<file path="config.mk">
export PLATFORM = sky130hd
export DESIGN_NAME = fc_module_flat
export DESIGN_NICKNAME = d
export VERILOG_FILES = /design/src/rtl/fc_module_if.sv /design/src/rtl/fc_module.sv /design/src/flat_wrapper.sv
export SDC_FILE = /design/constraint.sdc
export NUM_CORES = 1
export LEC_CHECK = 0
export ABC_AREA = 1
export CAP_MARGIN = 20
export CORE_MARGIN = 4
export CORE_UTILIZATION = 35
export CTS_CLUSTER_SIZE = 40
export DETAILED_ROUTE_END_ITERATION = 8
export PLACE_DENSITY_LB_ADDON = 0.12
export SYNTH_ARGS = -nofsm -noshare
export SYNTH_HDL_FRONTEND = slang
export SYNTH_SLANG_ARGS = --single-unit
export TNS_END_PERCENT = 100
</file>
<file path="constraint.sdc">
create_clock -name clk -period 9.6 [get_ports clk]
set_input_delay 2.88 -clock clk [delete_from_list [all_inputs] [get_ports clk]]
set_output_delay 2.88 -clock clk [all_outputs]
set_load 0.005 [all_outputs]
</file>
<file path="src/rtl/fc_module_if.sv">
// fc_module_if: request/ROM/result bundle between the classifier stage and its
// environment.
//   start    - 1-cycle request pulse
//   pool_lin - 3x3x3 pooled feature bus, 8-bit unsigned per element
//   w_en     - weight ROM read enable
//   w_addr   - weight ROM address (c*N_IN + i)
//   w_data   - signed weight, valid one cycle after the registered address
//   busy     - operation in flight
//   done     - 1-cycle completion pulse
//   score_o  - N_OUT packed two's complement scores
//   class_o  - argmax class index
// master: the environment side. slave: the fc_module side.
interface fc_module_if #(
  parameter int N_IN  = 27,
  parameter int N_OUT = 10,
  parameter int ACC_W = 24,
  parameter int AW    = 9,
  parameter int CW    = 4
);
  logic                    start;
  logic [N_IN*8-1:0]       pool_lin;
  logic                    w_en;
  logic [AW-1:0]           w_addr;
  logic signed [7:0]       w_data;
  logic                    busy;
  logic                    done;
  logic [N_OUT*ACC_W-1:0]  score_o;
  logic [CW-1:0]           class_o;

  modport master (
    output start, pool_lin, w_data,
    input  w_en, w_addr, busy, done, score_o, class_o
  );

  modport slave (
    input  start, pool_lin, w_data,
    output w_en, w_addr, busy, done, score_o, class_o
  );
endinterface

</file>
<file path="src/rtl/fc_module.sv">
// fc_module: fully-connected classifier stage.
// Latches the pooled feature bus on an accepted start and computes
//   score[c] = sum_i feat[i] * W[c*N_IN+i]   (feat unsigned, W signed)
// with one time-shared MAC fed from an external 1-cycle synchronous weight ROM,
// then reports all scores and the argmax class.
// Ports:
//   clk    - rising-edge clock
//   rst_n  - asynchronous active-low reset
//   bus    - fc_module_if slave (start/pool_lin in, ROM port, busy/done/results out)
module fc_module #(
  parameter int N_IN  = 27,
  parameter int N_OUT = 10,
  parameter int ACC_W = 24,
  parameter int AW    = 9,
  parameter int CW    = 4
) (
  input  logic         clk,
  input  logic         rst_n,
  fc_module_if.slave   bus
);

  localparam int            IW   = $clog2(N_IN);
  localparam logic [AW-1:0] LAST = AW'(N_IN*N_OUT-1);

  typedef enum logic [1:0] {IDLE, RUN, DRAIN, DONE} state_t;

  state_t                          r_state;
  logic [N_IN*8-1:0]               r_feat;
  logic                            r_w_en;
  logic [AW-1:0]                   r_w_addr;
  logic [IW-1:0]                   r_i;      // feature index of r_w_addr
  logic [CW-1:0]                   r_c;      // class index of r_w_addr
  logic                            r_drain;
  logic                            r_busy;
  logic                            r_done;

  // MAC stage: tags the ROM data that arrives in the following cycle
  logic                            r_v1;
  logic [IW-1:0]                   r_i1;
  logic [CW-1:0]                   r_c1;
  logic signed [ACC_W-1:0]         r_acc;
  logic [N_OUT-1:0][ACC_W-1:0]     r_score;
  logic signed [ACC_W-1:0]         r_best;
  logic [CW-1:0]                   r_class;

  logic [7:0]                      w_feat;
  logic signed [16:0]              w_prod;
  logic signed [ACC_W-1:0]         w_prod_x;
  logic signed [ACC_W-1:0]         w_sum;

  assign w_feat   = r_feat[{r_i1, 3'b000} +: 8];
  // zero-extend the feature so the multiply is signed x signed
  assign w_prod   = $signed({1'b0, w_feat}) * bus.w_data;
  assign w_prod_x = {{(ACC_W-17){w_prod[16]}}, w_prod};
  // first term of a class reloads the accumulator instead of clearing it
  assign w_sum    = (r_i1 == '0) ? w_prod_x : r_acc + w_prod_x;

  // control FSM, address generator and registered handshake outputs
  always_ff @(posedge clk or negedge rst_n) begin
    if (!rst_n) begin
      r_state  <= IDLE;
      r_feat   <= '0;
      r_w_en   <= 1'b0;
      r_w_addr <= '0;
      r_i      <= '0;
      r_c      <= '0;
      r_drain  <= 1'b0;
      r_busy   <= 1'b0;
      r_done   <= 1'b0;
    end else begin
      case (r_state)
        IDLE: begin
          if (bus.start) begin
            r_feat   <= bus.pool_lin;
            r_busy   <= 1'b1;
            r_w_en   <= 1'b1;
            r_w_addr <= '0;
            r_i      <= '0;
            r_c      <= '0;
            r_state  <= RUN;
          end
        end
        RUN: begin
          if (r_w_addr == LAST) begin
            // address holds at the last entry; it never runs past the table
            r_w_en  <= 1'b0;
            r_drain <= 1'b0;
            r_state <= DRAIN;
          end else begin
            r_w_addr <= r_w_addr + 1'b1;
            if (r_i == IW'(N_IN-1)) begin
              r_i <= '0;
              r_c <= r_c + 1'b1;
            end else begin
              r_i <= r_i + 1'b1;
            end
          end
        end
        DRAIN: begin
          // two edges: ROM read of the last address, then its accumulate
          if (r_drain) begin
            r_busy  <= 1'b0;
            r_done  <= 1'b1;
            r_state <= DONE;
          end else begin
            r_drain <= 1'b1;
          end
        end
        DONE: begin
          r_done  <= 1'b0;
          r_state <= IDLE;
        end
        default: r_state <= IDLE;
      endcase
    end
  end

  // MAC, score write-back and running argmax
  always_ff @(posedge clk or negedge rst_n) begin
    if (!rst_n) begin
      r_v1    <= 1'b0;
      r_i1    <= '0;
      r_c1    <= '0;
      r_acc   <= '0;
      r_score <= '0;
      r_best  <= '0;
      r_class <= '0;
    end else begin
      r_v1 <= r_w_en;
      r_i1 <= r_i;
      r_c1 <= r_c;
      if (r_v1) begin
        r_acc <= w_sum;
        if (r_i1 == IW'(N_IN-1)) begin
          r_score[r_c1] <= w_sum;
          // class 0 seeds the best; only a strictly larger score displaces it
          if (r_c1 == '0 || w_sum > r_best) begin
            r_best  <= w_sum;
            r_class <= r_c1;
          end
        end
      end
    end
  end

  assign bus.w_en    = r_w_en;
  assign bus.w_addr  = r_w_addr;
  assign bus.busy    = r_busy;
  assign bus.done    = r_done;
  assign bus.score_o = r_score;
  assign bus.class_o = r_class;

endmodule
</file>
<file path="src/flat_wrapper.sv">
// flat-port wrapper written by rule: the top's interface ports become plain ports
module fc_module_flat 
#(
  parameter int N_IN  = 27,
  parameter int N_OUT = 10,
  parameter int ACC_W = 24,
  parameter int AW    = 9,
  parameter int CW    = 4
)
  (clk, rst_n, bus_start, bus_pool_lin, bus_w_data, bus_w_en, bus_w_addr, bus_busy, bus_done, bus_score_o, bus_class_o);
  fc_module_if #(.N_IN(N_IN), .N_OUT(N_OUT), .ACC_W(ACC_W), .AW(AW), .CW(CW)) bus_i ();
  input  logic clk;
  input  logic rst_n;
  input wire logic [$bits(bus_i.start)-1:0] bus_start;
  input wire logic [$bits(bus_i.pool_lin)-1:0] bus_pool_lin;
  input wire logic [$bits(bus_i.w_data)-1:0] bus_w_data;
  output wire logic [$bits(bus_i.w_en)-1:0] bus_w_en;
  output wire logic [$bits(bus_i.w_addr)-1:0] bus_w_addr;
  output wire logic [$bits(bus_i.busy)-1:0] bus_busy;
  output wire logic [$bits(bus_i.done)-1:0] bus_done;
  output wire logic [$bits(bus_i.score_o)-1:0] bus_score_o;
  output wire logic [$bits(bus_i.class_o)-1:0] bus_class_o;
  assign bus_i.start = bus_start;
  assign bus_i.pool_lin = bus_pool_lin;
  assign bus_i.w_data = bus_w_data;
  assign bus_w_en = bus_i.w_en;
  assign bus_w_addr = bus_i.w_addr;
  assign bus_busy = bus_i.busy;
  assign bus_done = bus_i.done;
  assign bus_score_o = bus_i.score_o;
  assign bus_class_o = bus_i.class_o;
  fc_module #(.N_IN(N_IN), .N_OUT(N_OUT), .ACC_W(ACC_W), .AW(AW), .CW(CW)) u_core (.clk(clk), .rst_n(rst_n), .bus(bus_i));
endmodule
</file>
==> results of run 1 <==
[Yosys cell counts (9+ instances only)]
cell      instances  area [um2]
nand2_1         774        2910
dfrtp_1         542       13600
o21ai_0         263        1320
inv_1           251         942
nor2_1          249         935
mux2_2          216        2430
ha_1            100        1250
nand3_1          88         440
clkbuf_1         81         304
o21ai_1          71         355
buf_2            53         265
a21oi_1          46         230
o22ai_1          46         288
fa_1             38         761
nand4_1          26         163
nor3_1           11        55.1
inv_2            10        37.5
xor2_1            9        78.8
[per-stage QoR]
step	setup slack [ns]	setup TNS (ns)	utilization [%]	instances	hold WS (ns)
finish	0.442	0	47.9	4602	0.409
global route	-0.0208	-0.113	47.8	4598	0.434
CTS	0.0777	0	47.0	4585	0.419
detailed placement	-0.570	-14.51	44.2	4476	0.415
global placement	-0.533	-13.83	44.2	4476	0.404
floorplan	0.375	0	-	2963	0.380
[worst max-delay path, delay by kind of cell]
family,cells,cell delay [ns]
AO/OA/AOI/OAI,2,0.38
adder cells (fa/ha/maj),7,3.00
buffers and inverters,8,1.08
AND/OR/NAND/NOR,24,2.30
[worst max path at each step]
stage,start,endpoint
6_report,bus_w_data[4],u_core.r_best[1]
5_1_grt,bus_w_data[4],u_core.r_best[9]
4_1_cts,bus_w_data[7],u_core.r_best[7]
3_5_place_dp,bus_w_data[7],u_core.r_best[7]
3_3_place_gp,bus_w_data[4],u_core.r_best[0]
2_1_floorplan,bus_w_data[4],u_core.bus.class_o[0]
[state kept, by name (all words and copies together), names as in the netlist]
name and cells:
u_core.r_v1 1, u_core.r_best 24, u_core.bus.w_addr 9, u_core.bus.w_en 1, u_core.r_feat 216, u_core.r_acc 24
u_core.r_c1 4, u_core.r_state 2, u_core.r_drain 1, u_core.r_i 5, u_core.r_c 4, u_core.bus.done 1
u_core.bus.class_o 4, u_core.bus.score_o 240, u_core.bus.busy 1, u_core.r_i1 5
[routing by layer]
metal | part of all wire (%) | GRT usage [%] | wire length [um]
met5 | 0.18 | 0 | 166
met3 | 5.8 | 4.63 | 5370
met2 | 48 | 37.2 | 44400
met4 | 3.2 | 7.02 | 2920
met1 | 43 | 28.5 | 39600
[cell type report]
class / count / area (um2) / area share, %
timing repair buffer: 630 / 6160 / 16.9
multi-input combinational: 2018 / 12300 / 33.8
clock inverter: 24 / 415 / 1.14
sequential: 542 / 13600 / 37.1
inverter: 263 / 988 / 2.71
antenna: 10 / 25.0 / 0.0685
tap: 1030 / 1290 / 3.53
clock buffer: 85 / 1740 / 4.75
[repair_timing]
item	CTS	global route
setup buffers	0	2
endpoints found under the setup margin	0	28
resized for setup	0	109
[cell families after synthesis]
group                      after synthesis  synth area share (%)
and+or+nand+nor                       1182                  17.8
adders and majority gates              138                  7.43
muxes                                  216                  8.99
buffers and inverters                  403                  5.95
AOI/OAI and AO/OA                      468                  9.28
DFF                                    542                  50.1
xor gates and xnor gates                14                 0.453
[layout by cell type (no fill, tap or decap), drive strengths merged, types with 13 or more instances in the layout]
cell and count:
nand2 776, dfrtp 542, clkdlybuf4s50 477, o21ai 339, inv 262, nor2 257
mux2 216, buf 146, ha 100, nand3 90, clkbuf 88, o22ai 46
a21oi 46, fa 38, nand4 27, nor3 15, clkinv 13
==> impl_metrics.ini, run 1 <==
[run_status]
status = finished clean

[global_route]
grt_pass1_wl_mm = 141
grt_max_degree = 160
grt-ovfl-total = 0
grt_usage_pct = 22.1
antenna_found_initial = 21
grt_pass1_vias = 22800

[yosys]
syn_area_um2 = 27100
syn_area_per_cell_um2 = 9.14
synth-edff-count = 0
synthFlopType = dfrtp_1
ys_ff_latch = 542
ys_seq_area_share_pct = 50.1
ys_warn_count = 0
netlist_instances = 2963
ys_types = 48
async_flop_share_pct = 100
synth_nets = 3328

[routing]
drt-wirelength-per-cell_um = 20.1
drt_first_pass_iters = 7
drtAntennaViolNets = 0
wl_mm = 92.5
route.detailed.drc = 0
vias_per_cell = 4.91
vias = 22600
drt-initial-drc-count = 1433

[critical_path]
critPathKind = in -> reg
r2r_slack_ns = 0.68
r2r_cells = 46
worstReg2RegStart = u_core.r_i1[0]
cp_data_arrival_time_ns = 9.65
crit_top_cell = nand2_1
cp-start-kind = input pin
crit_fanout = 7
cpMaxStageDelayCell = fa_1
crit_required_ns = 10.10
critPathCaptureType = flop
cpPeakStageDelay_ns = 0.56
r2r_end = u_core.r_best[1]

[floorplan]
io_pins = 483
row_count = 101
fp.dieH_um = 286
start_util_pct = 35.5
die-area_um2 = 81900
coreArea_um2 = 76300
chipWidth_um = 286

[job]
drv_cap = 0

[sta]
worst_pin_slew_ns = 1.27
finClkSkew_ns = 0.0306
period_share_pct = 95.4
setup_viol_count_final = 0
slew_violations = 0
fmax_mhz = 109
finalHoldViolations = 0
period_minus_slack_ns = 9.16
relSlewSlack_pct = 14.9

[clocking]
htree_num_levels = 2
cts.sink_count = 542
cts_buffers = 60
clk_pin_slew_ns = 0.06
cts.hold.buffers_added = 0
ctsLongestPathBuffers = 3
clk_latency_ns = 0.64
cts_tree = built
ctsRootBufferMaster = clkbuf_16

[layout]
nFillCells = 7363
drive_above_1_share_pct = 16.6
nNetsFinal = 3880
fin_area_um2 = 36500
area_delta_synth_final_pct = 34.9

[place]
routabilityCongestion = 0.886
dp_hpwl_mm = 68.2
dpl_cell_area_um2 = 33800
io_buffer_count = 482

[worst_hold_path]
min_path_cells = 0
hold_path.class = reg -> reg
worstHoldEndpoint = u_core.r_i1[0]
min_from = u_core.r_i[0]
Power of run 1 is left out: the tool's default activity adds up to more than one toggle a clock period on the data nets, which glitch-free logic cannot reach.
==> run 2: changes to the inputs <==
--- a/config.mk
+++ b/config.mk
@@ -6,13 +6,14 @@
 export NUM_CORES = 1
 export LEC_CHECK = 0
 export ABC_AREA = 1
-export CAP_MARGIN = 20
+export CAP_MARGIN = 40
 export CORE_MARGIN = 4
 export CORE_UTILIZATION = 35
+export CTS_BUF_LIST = sky130_fd_sc_hd__clkbuf_4 sky130_fd_sc_hd__clkbuf_8
 export CTS_CLUSTER_SIZE = 40
 export DETAILED_ROUTE_END_ITERATION = 8
 export PLACE_DENSITY_LB_ADDON = 0.12
 export SYNTH_ARGS = -nofsm -noshare
 export SYNTH_HDL_FRONTEND = slang
 export SYNTH_SLANG_ARGS = --single-unit
-export TNS_END_PERCENT = 100
+export TNS_END_PERCENT = 1
==> run 2 against run 1 <==
Die area did not move. Core utilization fell by 0.53 points. Sequential share of layout area rose by 0.42 points. Routed wire length barely moved. Critical path depth fell by 5. Clock skew rose by 0.034 ns. Worst setup slack got worse by 0.068 ns.
==> impl_metrics.ini, run 2 (synthesis gave the netlist of run 1 again) <==
[sta]
worst_pin_slew_ns = 1.06
hold_ws_ns = 0.415
period_minus_slack_ns = 9.23
fin_ws_ns = 0.375
finalHoldViolations = 0
relSlewSlack_pct = 29.4
setup_viol_count_final = 0
slew_violations = 0
fmax_mhz = 108
finClkSkew_ns = 0.0648
period_share_pct = 96.1

[critical_path]
critPathKind = in -> reg
crit_required_ns = 10.15
cp-start-kind = input pin
cpPeakStageDelay_ns = 0.53
cp_data_arrival_time_ns = 9.78
crit_top_cell = nand2_1
critPathCaptureType = flop
cpMaxStageDelayCell = fa_1
crit_fanout = 7

[floorplan]
start_util_pct = 35.5
coreArea_um2 = 76300
die-area_um2 = 81900
row_count = 101
fp.dieH_um = 286
chipWidth_um = 286
io_pins = 483

[layout]
area_delta_synth_final_pct = 33.4
nNetsFinal = 3918
final_cell_mix = 766 x nand2_1, 541 x dfrtp_1, 481 x clkdlybuf4s50_1
drive_above_1_share_pct = 17.1
fin_area_um2 = 36100
layout_commonest_cell = nand2_1
nFillCells = 7365
fin_util_pct = 47.3
largest_register_ffs = 240

[clocking]
htree_num_levels = 3
cts.sink_count = 542
cts_buffers = 97
cts_tree = built
ctsRootBufferMaster = clkbuf_8
post_cts_buffers = 0
clk_pin_slew_ns = 0.06
cts.hold.buffers_added = 0
clk_latency_ns = 0.70
ctsLongestPathBuffers = 3

[routing]
drtAntennaViolNets = 0
drt-wirelength-per-cell_um = 19.9
vias_per_cell = 4.83
vias = 22500
drt-initial-drc-count = 1481
wl_mm = 92.6
route.detailed.drc = 0
drt_first_pass_iters = 6

[place]
routabilityCongestion = 0.886
dpl_cell_area_um2 = 33900
dp_hpwl_mm = 68.4
io_buffer_count = 482
pre_cts_ws_ns = -0.596

[run_status]
status = finished clean

[global_route]
grt_pass1_vias = 23200
antenna_found_initial = 23
grt_pass1_wl_mm = 141
grt-ovfl-total = 0
grt_usage_pct = 22.2
grt_max_degree = 160

[job]
drv_cap = 0

[worst_hold_path]
hold_path.class = reg -> reg
-- run 2: area by class of cell --
| class | instances | area [um2] | area share, % |
|---|---|---|---|
| sequential | 542 | 13600 | 37.6 |
| multi-input combinational | 2018 | 12100 | 33.6 |
| timing repair buffer | 631 | 6160 | 17.0 |
| clock buffer | 151 | 1870 | 5.17 |
| tap | 1030 | 1290 | 3.57 |
| inverter | 263 | 988 | 2.74 |
| clock inverter | 11 | 100 | 0.277 |
| antenna | 13 | 32.5 | 0.0901 |
-- run 2: worst max-delay path, delay by kind of cell --
kind	cells	cell delay, ns
buf+inv	8	1.25
compound gates	5	1.08
fa+ha+maj	7	2.85
xor+xnor	1	0.09
simple gates	15	1.64
-- run 2: path summary, 6_finish.rpt --
path,start,end,slack [ns],cells after the start
setup / recovery,bus_w_data[7],u_core.r_best[7],0.37,36
hold / removal,u_core.r_i[0],u_core.r_i1[0],0.41,0
setup reg to reg,u_core.r_i1[0],u_core.r_best[7],0.70,47
hold reg to reg,u_core.r_i[0],u_core.r_i1[0],0.41,0
max in group asynchronous,rst_n,u_core.r_i1[0],5.76,2
min in group asynchronous,rst_n,u_core.r_feat[64],2.30,1
-- run 2: timing repair --
action	CTS	global route
resized for setup	0	53
hold endpoints to repair	0	0
setup endpoints to repair	0	28
-- run 2: metal layers --
metal  GRT usage [%]  vias to the layer above  wire (um)
met5               0                        -        169
met1            28.3                    10900      40000
met3            5.03                      182       5080
met2            37.5                      543      44600
li1                -                    10800          -
met4            7.39                       26       2830
-- run 2: through the flow --
step | setup TNS, ns | cells
CTS | 0 | 4644
global placement | -13.83 | 4476
finish | 0 | 4659
floorplan | 0 | 2963
global route | -0.000391 | 4653
detailed placement | -15.30 | 4482
Power of run 2 is left out for the same reason.
